$ cat src/rtl/traffic_light_guard_if.sv
// Light-code bundle between the traffic light controller, the safety guard and the lamp drivers.
// The master drives controller codes and clear_fault; the slave returns guarded lamps and fault status.
interface traffic_light_guard_if;
   logic [2:0] north_in;
   logic [2:0] south_in;
   logic [2:0] east_in;
   logic [2:0] west_in;
   logic       clear_fault;
   logic [2:0] north;
   logic [2:0] south;
   logic [2:0] east;
   logic [2:0] west;
   logic       fault;
   logic [2:0] fault_code;
   logic [7:0] fault_count;

   modport master (
      output north_in, south_in, east_in, west_in, clear_fault,
      input  north, south, east, west, fault, fault_code, fault_count
   );

   modport slave (
      input  north_in, south_in, east_in, west_in, clear_fault,
      output north, south, east, west, fault, fault_code, fault_count
   );
endinterface

$ cat src/rtl/traffic_light_guard.sv
// Safety guard between the light controller and the lamp drivers: registers the four codes,
// latches the first violation it sees and holds every road at red until software clears it.
module traffic_light_guard #(
   parameter int MIN_YELLOW  = 2,
   parameter int MAX_HOLD    = 64,
   parameter int RECOVER_CYC = 4
) (
   input logic                  clock,
   input logic                  reset,
   traffic_light_guard_if.slave bus
);
   localparam int HOLD_W = $clog2(MAX_HOLD + 1);
   localparam int YEL_W  = (MIN_YELLOW > 0) ? $clog2(MIN_YELLOW + 1) : 1;
   localparam int REC_W  = (RECOVER_CYC > 0) ? $clog2(RECOVER_CYC + 1) : 1;

   localparam logic [HOLD_W-1:0] HOLD_MAX = HOLD_W'(MAX_HOLD);
   localparam logic [YEL_W-1:0]  YEL_MAX  = YEL_W'(MIN_YELLOW);
   localparam logic [REC_W-1:0]  REC_LOAD = REC_W'(RECOVER_CYC);

   localparam logic [2:0] RED    = 3'b100;
   localparam logic [2:0] YELLOW = 3'b010;
   localparam logic [2:0] GREEN  = 3'b001;

   typedef enum logic [1:0] {MONITOR, FAULT, RECOVER} state_t;

   state_t            state;
   logic [3:0][2:0]   cur;
   logic [3:0][2:0]   prev;
   logic [3:0][2:0]   lamps;
   logic [YEL_W-1:0]  yel_cnt;
   logic [HOLD_W-1:0] hold_cnt;
   logic [REC_W-1:0]  rec_cnt;
   logic              skip_seq;
   logic              fault_reg;
   logic [2:0]        code_reg;
   logic [7:0]        count_reg;

   logic              bad_code;
   logic              bad_seq;
   logic              short_yel;
   logic              any_yellow;
   logic [2:0]        non_red;
   logic [2:0]        fault_now;

   assign cur = {bus.north_in, bus.south_in, bus.east_in, bus.west_in};

   always_comb begin
      bad_code   = 1'b0;
      bad_seq    = 1'b0;
      short_yel  = 1'b0;
      any_yellow = 1'b0;
      non_red    = 3'd0;
      for (int i = 0; i < 4; i++) begin
         if (cur[i] != RED && cur[i] != YELLOW && cur[i] != GREEN)
            bad_code = 1'b1;
         if (cur[i] != RED)
            non_red = non_red + 3'd1;
         if (cur[i] == YELLOW)
            any_yellow = 1'b1;
         if (!(cur[i] == prev[i] ||
               (prev[i] == RED    && cur[i] == GREEN)  ||
               (prev[i] == GREEN  && cur[i] == YELLOW) ||
               (prev[i] == YELLOW && cur[i] == RED)))
            bad_seq = 1'b1;
         if (prev[i] == YELLOW && cur[i] == RED && yel_cnt < YEL_MAX)
            short_yel = 1'b1;
      end

      // Lowest cause wins; sequence checks are suppressed right after recovery
      fault_now = 3'd0;
      if (bad_code)
         fault_now = 3'd1;
      else if (non_red > 3'd1)
         fault_now = 3'd2;
      else if (!skip_seq && bad_seq)
         fault_now = 3'd3;
      else if (!skip_seq && short_yel)
         fault_now = 3'd4;
      else if (hold_cnt == HOLD_MAX)
         fault_now = 3'd5;
   end

   always_ff @(posedge clock or negedge reset) begin
      if (!reset) begin
         state     <= MONITOR;
         prev      <= {4{RED}};
         lamps     <= {4{RED}};
         yel_cnt   <= '0;
         hold_cnt  <= '0;
         rec_cnt   <= '0;
         skip_seq  <= 1'b0;
         fault_reg <= 1'b0;
         code_reg  <= 3'd0;
         count_reg <= 8'd0;
      end else begin
         case (state)
            MONITOR: begin
               prev     <= cur;
               skip_seq <= 1'b0;
               if (any_yellow)
                  yel_cnt <= (yel_cnt == YEL_MAX) ? yel_cnt : yel_cnt + 1'b1;
               else
                  yel_cnt <= '0;
               if (cur == prev)
                  hold_cnt <= (hold_cnt == HOLD_MAX) ? hold_cnt : hold_cnt + 1'b1;
               else
                  hold_cnt <= '0;
               if (fault_now != 3'd0) begin
                  state     <= FAULT;
                  lamps     <= {4{RED}};
                  fault_reg <= 1'b1;
                  code_reg  <= fault_now;
                  if (count_reg != 8'hFF)
                     count_reg <= count_reg + 8'd1;
               end else begin
                  lamps <= cur;
               end
            end
            FAULT: begin
               lamps <= {4{RED}};
               if (bus.clear_fault) begin
                  state   <= RECOVER;
                  rec_cnt <= REC_LOAD;
               end
            end
            RECOVER: begin
               lamps <= {4{RED}};
               // Leaving on the count's last tick keeps exactly RECOVER_CYC all-red cycles
               if (rec_cnt == '0 || rec_cnt == REC_W'(1)) begin
                  state     <= MONITOR;
                  fault_reg <= 1'b0;
                  code_reg  <= 3'd0;
                  prev      <= cur;
                  yel_cnt   <= '0;
                  hold_cnt  <= '0;
                  skip_seq  <= 1'b1;
               end else begin
                  rec_cnt <= rec_cnt - 1'b1;
               end
            end
            default: state <= MONITOR;
         endcase
      end
   end

   assign bus.north       = lamps[3];
   assign bus.south       = lamps[2];
   assign bus.east        = lamps[1];
   assign bus.west        = lamps[0];
   assign bus.fault       = fault_reg;
   assign bus.fault_code  = code_reg;
   assign bus.fault_count = count_reg;
endmodule

$ cat src/flat_wrapper.sv
// flat-port wrapper written by rule: the top's interface ports become plain ports
module traffic_light_guard_flat 
#(
   parameter int MIN_YELLOW  = 2,
   parameter int MAX_HOLD    = 64,
   parameter int RECOVER_CYC = 4
)
  (clock, reset, bus_north_in, bus_south_in, bus_east_in, bus_west_in, bus_clear_fault, bus_north, bus_south, bus_east, bus_west, bus_fault, bus_fault_code, bus_fault_count);
  traffic_light_guard_if bus_i ();
  input logic clock;
  input logic reset;
  input wire logic [$bits(bus_i.north_in)-1:0] bus_north_in;
  input wire logic [$bits(bus_i.south_in)-1:0] bus_south_in;
  input wire logic [$bits(bus_i.east_in)-1:0] bus_east_in;
  input wire logic [$bits(bus_i.west_in)-1:0] bus_west_in;
  input wire logic [$bits(bus_i.clear_fault)-1:0] bus_clear_fault;
  output wire logic [$bits(bus_i.north)-1:0] bus_north;
  output wire logic [$bits(bus_i.south)-1:0] bus_south;
  output wire logic [$bits(bus_i.east)-1:0] bus_east;
  output wire logic [$bits(bus_i.west)-1:0] bus_west;
  output wire logic [$bits(bus_i.fault)-1:0] bus_fault;
  output wire logic [$bits(bus_i.fault_code)-1:0] bus_fault_code;
  output wire logic [$bits(bus_i.fault_count)-1:0] bus_fault_count;
  assign bus_i.north_in = bus_north_in;
  assign bus_i.south_in = bus_south_in;
  assign bus_i.east_in = bus_east_in;
  assign bus_i.west_in = bus_west_in;
  assign bus_i.clear_fault = bus_clear_fault;
  assign bus_north = bus_i.north;
  assign bus_south = bus_i.south;
  assign bus_east = bus_i.east;
  assign bus_west = bus_i.west;
  assign bus_fault = bus_i.fault;
  assign bus_fault_code = bus_i.fault_code;
  assign bus_fault_count = bus_i.fault_count;
  traffic_light_guard #(.MIN_YELLOW(MIN_YELLOW), .MAX_HOLD(MAX_HOLD), .RECOVER_CYC(RECOVER_CYC)) u_core (.clock(clock), .reset(reset), .bus(bus_i));
endmodule
$ cat config.mk
export PLATFORM = sky130hd
export DESIGN_NAME = traffic_light_guard_flat
export DESIGN_NICKNAME = d
export VERILOG_FILES = /design/src/rtl/traffic_light_guard_if.sv /design/src/rtl/traffic_light_guard.sv /design/src/flat_wrapper.sv
export SDC_FILE = /design/constraint.sdc
export NUM_CORES = 1
export LEC_CHECK = 0
export ABC_AREA = 0
export CAP_MARGIN = 25
export CORE_MARGIN = 2
export CORE_UTILIZATION = 45
export CTS_CLUSTER_SIZE = 40
export DETAILED_ROUTE_END_ITERATION = 6
export PLACE_DENSITY = 0.76
export SETUP_SLACK_MARGIN = 0.3
export SKIP_CTS_REPAIR_TIMING = 1
export SYNTH_ARGS = -nofsm -noshare
export SYNTH_HDL_FRONTEND = slang
export SYNTH_SLANG_ARGS = --single-unit
$ cat constraint.sdc
create_clock -name clock -period 2.9 [get_ports clock]
set_input_delay 0.29 -clock clock [delete_from_list [all_inputs] [get_ports clock]]
set_output_delay 0.29 -clock clock [all_outputs]
set_load 0.01 [all_outputs]
==> out/qor.json, run 1 <==
{
  "run_status": {"value": "completed"},
  "synthesis.area": {"value": 0.00307, "unit": "mm²"},
  "port_buffers": {"value": 38},
  "total_leakage_power": {"value": 1.64, "unit": "nW"},
  "drv.max_cap_violation_count": {"value": 0},
  "async_reset_ff_share": {"value": 100, "unit": "%"},
  "post_synth_and_or_nand_nor_area_fraction": {"value": 22.2, "unit": "%"},
  "finalClockSkew": {"value": 0.00981, "unit": "ns"},
  "tritoncts": {"value": "yes"},
  "setup-violations-final": {"value": 0},
  "required": {"value": 3.10, "unit": "ns"},
  "clk_pin_slew": {"value": 0.09, "unit": "ns"},
  "n_fill_cell": {"value": 603},
  "synth_edf_count": {"value": 0},
  "cts_max_path_buffers": {"value": 2},
  "worstSetupEndpointType": {"value": "flip-flop"},
  "period_share": {"value": 84.2, "unit": "%"},
  "totalWireLength": {"value": 6980, "unit": "µm"},
  "crit_path_start_kind": {"value": "primary input"},
  "floorplan.rows": {"value": 30},
  "critPathMaxFanout": {"value": 8},
  "max_slew_margin_vs_limit": {"value": 56.6, "unit": "%"},
  "num_vias": {"value": 2500},
  "clk-insertion-delay-late": {"value": 0.31, "unit": "ns"},
  "finalNetCount": {"value": 404},
  "post_synthesis_sequential_element_count": {"value": 51},
  "max_flop_register": {"value": "u_core.prev"},
  "worst_ir_drop_vdd": {"value": 0.000462, "unit": "V"},
  "worstMarginPinSlew": {"value": 0.650, "unit": "ns"},
  "post_synth_mux_area_share": {"value": 3.42, "unit": "%"},
  "seq_area": {"value": 0.00129, "unit": "mm²"},
  "dp.final_hpwl": {"value": 5000, "unit": "µm"},
  "cts_max_level": {"value": 2},
  "multi_input_comb_area": {"value": 0.00167, "unit": "mm²"},
  "finalWeightedCongestion": {"value": 0.838},
  "min_path_type": {"value": "primary input to async pin"},
  "drc": {"value": 0},
  "die_h": {"value": 86.6, "unit": "µm"},
  "synth.most_common_cell": {"value": "sky130_fd_sc_hd__dfrtp_1"},
  "design.die.area": {"value": 0.00750, "unit": "mm²"},
  "final_cell_area": {"value": 0.00380, "unit": "mm²"},
  "synth.avg_cell_area": {"value": 9.75, "unit": "µm²"},
  "antenna-diode-count": {"value": 0},
  "rsz0062_at_grt": {"value": "false"},
  "wl_per_cell": {"value": 15.3, "unit": "µm"},
  "detail_route.iter0.violations": {"value": 136},
  "worstReg2RegStart": {"value": "u_core.state[1]"},
  "i_o_pin_total": {"value": 39},
  "final_layout_size_suffix_gt1_share": {"value": 21.5, "unit": "%"},
  "largest_reg_flops": {"value": 12},
  "slew_viols_final": {"value": 0},
  "grt_max_degree": {"value": 52},
  "compound_cell_area_share_of_the_yosys_netlist": {"value": 15.4, "unit": "%"},
  "starting_density": {"value": 46.0, "unit": "%"},
  "post_synth_main_area_contributors": {"value": "sky130_fd_sc_hd__dfrtp_1 (35%), sky130_fd_sc_hd__dfstp_2 (6.8%), sky130_fd_sc_hd__xnor2_1 (6.0%)"},
  "dpl-instance-area": {"value": 0.00367, "unit": "mm²"},
  "synthCells": {"value": 315},
  "yosysWarnings": {"value": 0},
  "post_synth_xor_area_fraction": {"value": 6.56, "unit": "%"},
  "netlist_top_cells_count": {"value": "sky130_fd_sc_hd__dfrtp_1 (43), sky130_fd_sc_hd__nor2_1 (29), sky130_fd_sc_hd__o21ai_0 (23), sky130_fd_sc_hd__nand2_1 (22), sky130_fd_sc_hd__xnor2_1 (21)"},
  "dr.pass1.iters": {"value": 4},
  "number_of_hold_violations_in_the_final_report": {"value": 0},
  "synthDominantAreaCellType": {"value": "sky130_fd_sc_hd__dfrtp_1"},
  "synth_cell_types": {"value": 56},
  "globalRoute.totalOverflow": {"value": 0},
  "grt_pass1_vias": {"value": 2424},
  "synth-adder-area-share": {"value": 5.70, "unit": "%"},
  "fmax": {"value": 0.409, "unit": "GHz"},
  "postSynthNetCount": {"value": 344},
  "synth-main-ff-cell": {"value": "sky130_fd_sc_hd__dfrtp_1"},
  "grt_antenna_before_repair": {"value": 0},
  "dominant_combinational_cell_family_by_area_after_synthesis": {"value": "simple AND/OR/NAND/NOR gates"},
  "grt_first_pass_wirelength": {"value": 11700, "unit": "µm"},
  "criticalPathCategory": {"value": "primary input to flip-flop"},
  "finalWorstPathRequiredPeriod": {"value": 2.44, "unit": "ns"},
  "antenna_violating_nets_post_route": {"value": 0},
  "synth-seq-area-share": {"value": 41.9, "unit": "%"},
  "power_per_cell_area": {"value": 739, "unit": "mW/mm²"},
  "fp.dieW": {"value": 86.6, "unit": "µm"},
  "cts_root_buffer": {"value": "sky130_fd_sc_hd__clkbuf_8"},
  "layout-area-overhead-vs-synth": {"value": 23.7, "unit": "%"},
  "netlist.area_leader.share": {"value": 35.0, "unit": "%"},
  "timing.critical_path.from": {"value": "bus_south_in[2]"},
  "grt_util_all_layers": {"value": 19.7, "unit": "%"},
  "worstPathArrival": {"value": 2.64, "unit": "ns"},
  "core": {"value": 0.00668, "unit": "mm²"},
  "cts_buffers": {"value": 5},
  "drt-vias-per-instance": {"value": 5.48},
  "final_core_util": {"value": 56.9, "unit": "%"},
  "clock_sink_count": {"value": 51}
}
## placed cells by master, fill, tap and decap left out, types with 8 or more instances in the layout
cell type / count
sky130_fd_sc_hd__a21oi_1: 9
sky130_fd_sc_hd__buf_4: 27
sky130_fd_sc_hd__clkdlybuf4s50_1: 31
sky130_fd_sc_hd__dfrtp_1: 43
sky130_fd_sc_hd__dfstp_2: 8
sky130_fd_sc_hd__ha_1: 13
sky130_fd_sc_hd__inv_1: 18
sky130_fd_sc_hd__mux2_2: 8
sky130_fd_sc_hd__nand2_1: 22
sky130_fd_sc_hd__nand3_1: 12
sky130_fd_sc_hd__nand4_1: 9
sky130_fd_sc_hd__nor2_1: 29
sky130_fd_sc_hd__o21ai_0: 23
sky130_fd_sc_hd__xnor2_1: 20
## stage by stage
stage	hold slack [ns]	power (mW)	TNS [ns]	setup WS [ns]	instances
3_3_place_gp	0.439	2.35	-2.29	-0.172	448
3_5_place_dp	0.444	2.40	-3.49	-0.223	448
6_report	0.0830	2.81	0	0.457	456
4_1_cts	0.111	2.82	0	0.102	456
2_1_floorplan	-0.00559	1.97	0	0.305	315
5_1_grt	0.130	3.02	0	0.308	456
## cells by family after synthesis
logic type | count (synthesis)
mux | 9
compound gates | 69
buf+inv | 31
simple gates | 118
fa+ha+maj | 14
flops | 51
xor+xnor | 23
## layer usage
layer | track usage (%) | wire length (µm) | part of all wire, %
met1 | 28.6 | 3490 | 50
met4 | 5.26 | 104 | 1.5
met5 | 0 | 0 | 0
met3 | 3.90 | 195 | 2.8
met2 | 30.3 | 3190 | 46
## path summary, 6_finish.rpt
| kind | endpoint | slack [ns] | cells after the start |
|---|---|---|---|
| worst max register to register | u_core.hold_cnt[2] | 0.59 | 8 |
| worst min-delay path | u_core.bus.south[0] | 0.08 | 2 |
| min in group clock | u_core.bus.east[2] | 0.36 | 4 |
| max in group asynchronous | u_core.hold_cnt[5] | 2.39 | 2 |
| worst max-delay path | u_core.bus.fault_count[1] | 0.46 | 11 |
| worst min register to register | u_core.bus.fault_count[5] | 0.50 | 1 |
## layout make-up
type                    count  area share, %
flip-flops and latches     51           33.9
well taps                  80           2.64
multi-input cells         233           43.9
inverters                  19           1.88
clock buffers               8           2.11
repair buffers             65           15.6
## worst max-delay path, cell delays in order
cell and delay, ns:
sky130_fd_sc_hd__clkdlybuf4s50_1 0.47, sky130_fd_sc_hd__nor3b_2 0.27, sky130_fd_sc_hd__buf_4 0.20, sky130_fd_sc_hd__xnor2_2 0.12
sky130_fd_sc_hd__ha_1 0.26, sky130_fd_sc_hd__nor2_1 0.09, sky130_fd_sc_hd__a32oi_1 0.07, sky130_fd_sc_hd__buf_4 0.18
sky130_fd_sc_hd__nor3_4 0.25, sky130_fd_sc_hd__a21oi_4 0.13, sky130_fd_sc_hd__mux2_4 0.31
## where the power goes
group / total (mW) / internal, mW / switching [mW]
clock: 0.414 / 0.172 / 0.241
sequential: 1.14 / 0.919 / 0.222
combinational: 1.25 / 0.639 / 0.616
total: 2.81 / 1.73 / 1.08
(Power assumes the default switching activity.)
==> run 2, diff against run 1 <==
- PLACE_DENSITY: 0.76 -> 0.79
- clock period: 2.9 -> 2 ns (I/O delays scaled with it)
==> run 2 against run 1 <==
Compared with the run above: the flow now finishes with violations (negative setup slack); global-route usage increased by 0.42 points; clock skew grew 0.0017 ns; worst hold slack better by 0.090 ns; die area stayed put; setup slack got worse by 0.76 ns; count of clock-buffer cells in the layout fell by 2; critical path depth up 1; sequential share of layout area decreased by 5.4 points; largest cell class unchanged; sequential power increased by 42%.
==> out/qor.json, run 2 (synthesized netlist as in run 1, its figures left out) <==
{
  "cts_root_buffer": {"value": "sky130_fd_sc_hd__clkbuf_8", "change": "unchanged"},
  "worstSetupEndpointType": {"value": "flip-flop", "change": "unchanged"},
  "detail_route.iter0.violations": {"value": 209, "change": "was 136"},
  "final_layout_size_suffix_gt1_share": {"value": 40.2, "unit": "%", "change": "was 21.5%"},
  "layout-area-overhead-vs-synth": {"value": 46.9, "unit": "%", "change": "was 23.7%"},
  "wl_per_cell": {"value": 17.5, "unit": "µm", "change": "was 15.3 µm"},
  "worstPathArrival": {"value": 2.52, "unit": "ns", "change": "was 2.64 ns"},
  "final_cell_area": {"value": 0.00451, "unit": "mm²", "change": "was 0.00380 mm²"},
  "number_of_hold_violations_in_the_final_report": {"value": 0, "change": "unchanged"},
  "most_frequent_cells_in_the_layout": {"value": "sky130_fd_sc_hd__buf_4 (59), sky130_fd_sc_hd__dfrtp_1 (43), sky130_fd_sc_hd__clkdlybuf4s50_1 (26), sky130_fd_sc_hd__nor2_1 (25), sky130_fd_sc_hd__nand2_1 (21)", "change": "was sky130_fd_sc_hd__dfrtp_1 (43), sky130_fd_sc_hd__clkdlybuf4s50_1 (31), sky130_fd_sc_hd__nor2_1 (29), sky130_fd_sc_hd__buf_4 (27), sky130_fd_sc_hd__o21ai_0 (23)"},
  "globalRoute.totalOverflow": {"value": 0, "change": "unchanged"},
  "drc": {"value": 0, "change": "unchanged"},
  "starting_density": {"value": 46.0, "unit": "%", "change": "unchanged"},
  "grt_antenna_before_repair": {"value": 0, "change": "unchanged"},
  "dp.final_hpwl": {"value": 5390, "unit": "µm", "change": "was 5000 µm"},
  "critPathMaxFanout": {"value": 8, "change": "unchanged"},
  "worstMarginPinSlew": {"value": 0.574, "unit": "ns", "change": "was 0.650 ns"},
  "clock_sink_count": {"value": 51, "change": "unchanged"},
  "cts_max_path_buffers": {"value": 2, "change": "unchanged"},
  "drt-vias-per-instance": {"value": 5.80, "change": "was 5.48"},
  "run_status": {"value": "complete, but fails checks", "change": "was completed"},
  "max_flop_register": {"value": "u_core.prev", "change": "unchanged"},
  "finalNetCount": {"value": 446, "change": "was 404"},
  "antenna-diode-count": {"value": 0, "change": "unchanged"},
  "totalPowerFinal": {"value": 5.26, "unit": "mW", "change": "was 2.81 mW"},
  "finalWeightedCongestion": {"value": 0.849, "change": "was 0.838"},
  "clk-insertion-delay-late": {"value": 0.32, "unit": "ns", "change": "was 0.31 ns"},
  "port_buffers": {"value": 38, "change": "unchanged"},
  "violations": {"value": "negative setup slack"},
  "final_common_cell": {"value": "sky130_fd_sc_hd__buf_4", "change": "was sky130_fd_sc_hd__dfrtp_1"},
  "drv.max_cap_violation_count": {"value": 0, "change": "unchanged"},
  "floorplan.rows": {"value": 30, "change": "unchanged"},
  "grt_util_all_layers": {"value": 20.1, "unit": "%", "change": "was 19.7%"},
  "grt_first_pass_wirelength": {"value": 12000, "unit": "µm", "change": "was 11700 µm"},
  "rsz0062_at_grt": {"value": "true", "change": "was false"},
  "min_path_type": {"value": "primary input to flip-flop", "change": "was primary input to async pin"},
  "power_per_cell_area": {"value": 1170, "unit": "mW/mm²", "change": "was 739 mW/mm²"},
  "max_slew_margin_vs_limit": {"value": 61.7, "unit": "%", "change": "was 56.6%"},
  "slew_viols_final": {"value": 0, "change": "unchanged"},
  "grt_pass1_vias": {"value": 2544, "change": "was 2424"},
  "post-place-ws": {"value": -0.959, "unit": "ns", "change": "was -0.223 ns"},
  "cts_max_level": {"value": 2, "change": "unchanged"},
  "fmax": {"value": 0.434, "unit": "GHz"},
  "core": {"value": 0.00668, "unit": "mm²", "change": "unchanged"},
  "period_share": {"value": 115, "unit": "%"},
  "die_h": {"value": 86.6, "unit": "µm", "change": "unchanged"},
  "required": {"value": 2.22, "unit": "ns", "change": "was 3.10 ns"},
  "worst_slack": {"value": -0.305, "unit": "ns", "change": "was 0.457 ns"},
  "finalWorstPathRequiredPeriod": {"value": 2.31, "unit": "ns"},
  "crit_path_start_kind": {"value": "primary input", "change": "unchanged"},
  "antenna_violating_nets_post_route": {"value": 0, "change": "unchanged"},
  "finalClockSkew": {"value": 0.0115, "unit": "ns", "change": "was 0.00981 ns"},
  "dr.pass1.iters": {"value": 7, "change": "was 4"},
  "n_fill_cell": {"value": 468, "change": "was 603"},
  "dpl-instance-area": {"value": 0.00392, "unit": "mm²", "change": "was 0.00367 mm²"},
  "tritoncts": {"value": "yes", "change": "unchanged"},
  "totalWireLength": {"value": 8740, "unit": "µm", "change": "was 6980 µm"},
  "largest_reg_flops": {"value": 12, "change": "unchanged"},
  "design.die.area": {"value": 0.00750, "unit": "mm²", "change": "unchanged"},
  "fp.dieW": {"value": 86.6, "unit": "µm", "change": "unchanged"},
  "worst_ir_drop_vdd": {"value": 0.000771, "unit": "V", "change": "was 0.000462 V"},
  "total_leakage_power": {"value": 2.00, "unit": "nW", "change": "was 1.64 nW"},
  "clk_pin_slew": {"value": 0.10, "unit": "ns", "change": "was 0.09 ns"},
  "grt_max_degree": {"value": 30, "change": "was 52"},
  "num_vias": {"value": 2888, "change": "was 2500"},
  "i_o_pin_total": {"value": 39, "change": "unchanged"},
  "setup-violations-final": {"value": 28, "change": "was 0"},
  "cts_buffers": {"value": 5, "change": "unchanged"},
  "criticalPathCategory": {"value": "primary input to flip-flop", "change": "unchanged"}
}
-- run 2: changes by cell type in the layout (fill, tap and decap cells not counted), sizes merged --
cell           before  now
buf                28   70
clkdlybuf4s50      31   26
dlymetal6s2s        6    9
clkbuf              8    6
a31o                4    5
clkinv              0    1
clkinvlp            0    1
dlygate4sd3         0    1
-- run 2: critical path, stage by stage --
cell and delay [ns]:
sky130_fd_sc_hd__buf_6 0.07, sky130_fd_sc_hd__inv_2 0.03, sky130_fd_sc_hd__or3_4 0.39, sky130_fd_sc_hd__ha_1 0.21
sky130_fd_sc_hd__nand2_1 0.09, sky130_fd_sc_hd__nand2_1 0.11, sky130_fd_sc_hd__ha_2 0.36, sky130_fd_sc_hd__nor2_2 0.04
sky130_fd_sc_hd__a32oi_2 0.28, sky130_fd_sc_hd__nor3_4 0.12, sky130_fd_sc_hd__a21oi_4 0.28, sky130_fd_sc_hd__mux2_4 0.33
-- run 2: metal layers --
| layer | track usage, % | share of wire [%] | vias to the layer above |
|---|---|---|---|
| met2 | 32.3 | 49 | 127 |
| met1 | 27.7 | 43 | 1411 |
| met5 | 0 | 0 | - |
| met4 | 6.96 | 2.7 | 0 |
| li1 | - | - | 1325 |
| met3 | 3.24 | 5.5 | 25 |
-- run 2: path summary, 6_finish.rpt --
path                       cells past startpoint  slack, ns                        end                 startpoint
hold / removal                                 4       0.17         u_core.bus.east[2]             bus_east_in[2]
hold reg to reg                                1       0.50  u_core.bus.fault_count[5]  u_core.bus.fault_count[5]
setup reg to reg                               9      -0.24   u_core.bus.fault_code[2]             u_core.prev[5]
max in group asynchronous                      3       1.03          u_core.rec_cnt[0]                      reset
min in group asynchronous                      2       0.40             u_core.prev[9]                      reset
setup / recovery                              12      -0.31  u_core.bus.fault_count[1]             bus_east_in[2]
-- run 2: power breakdown --
group	total [mW]	internal, mW	leakage [nW]	switching, mW
Sequential	1.62	1.33	0.639	0.291
Combinational	2.97	1.61	1.32	1.36
Clock	0.663	0.283	0.0474	0.380
Total	5.26	3.23	2.00	2.03
-- run 2: final cells by class --
class	instances	area (µm²)	share of cell area (%)
tap	80	100	2.22
multi-input combinational	234	1990	44.0
clock inverter	2	16.3	0.361
clock buffer	6	82.6	1.83
sequential	51	1290	28.5
timing repair buffer	106	965	21.4
inverter	19	76.3	1.69
-- run 2: through the flow --
stage	TNS, ns	instances	hold slack (ns)	util (%)
after floorplan	-6.51	315	-0.0956	-
after global placement	-21.80	465	0.214	58.7
after detailed placement	-24.43	465	0.222	58.7
after CTS	-13.95	473	-0.117	60.1
after global routing	-8.99	498	0.178	67.5
final	-6.26	498	0.173	67.5
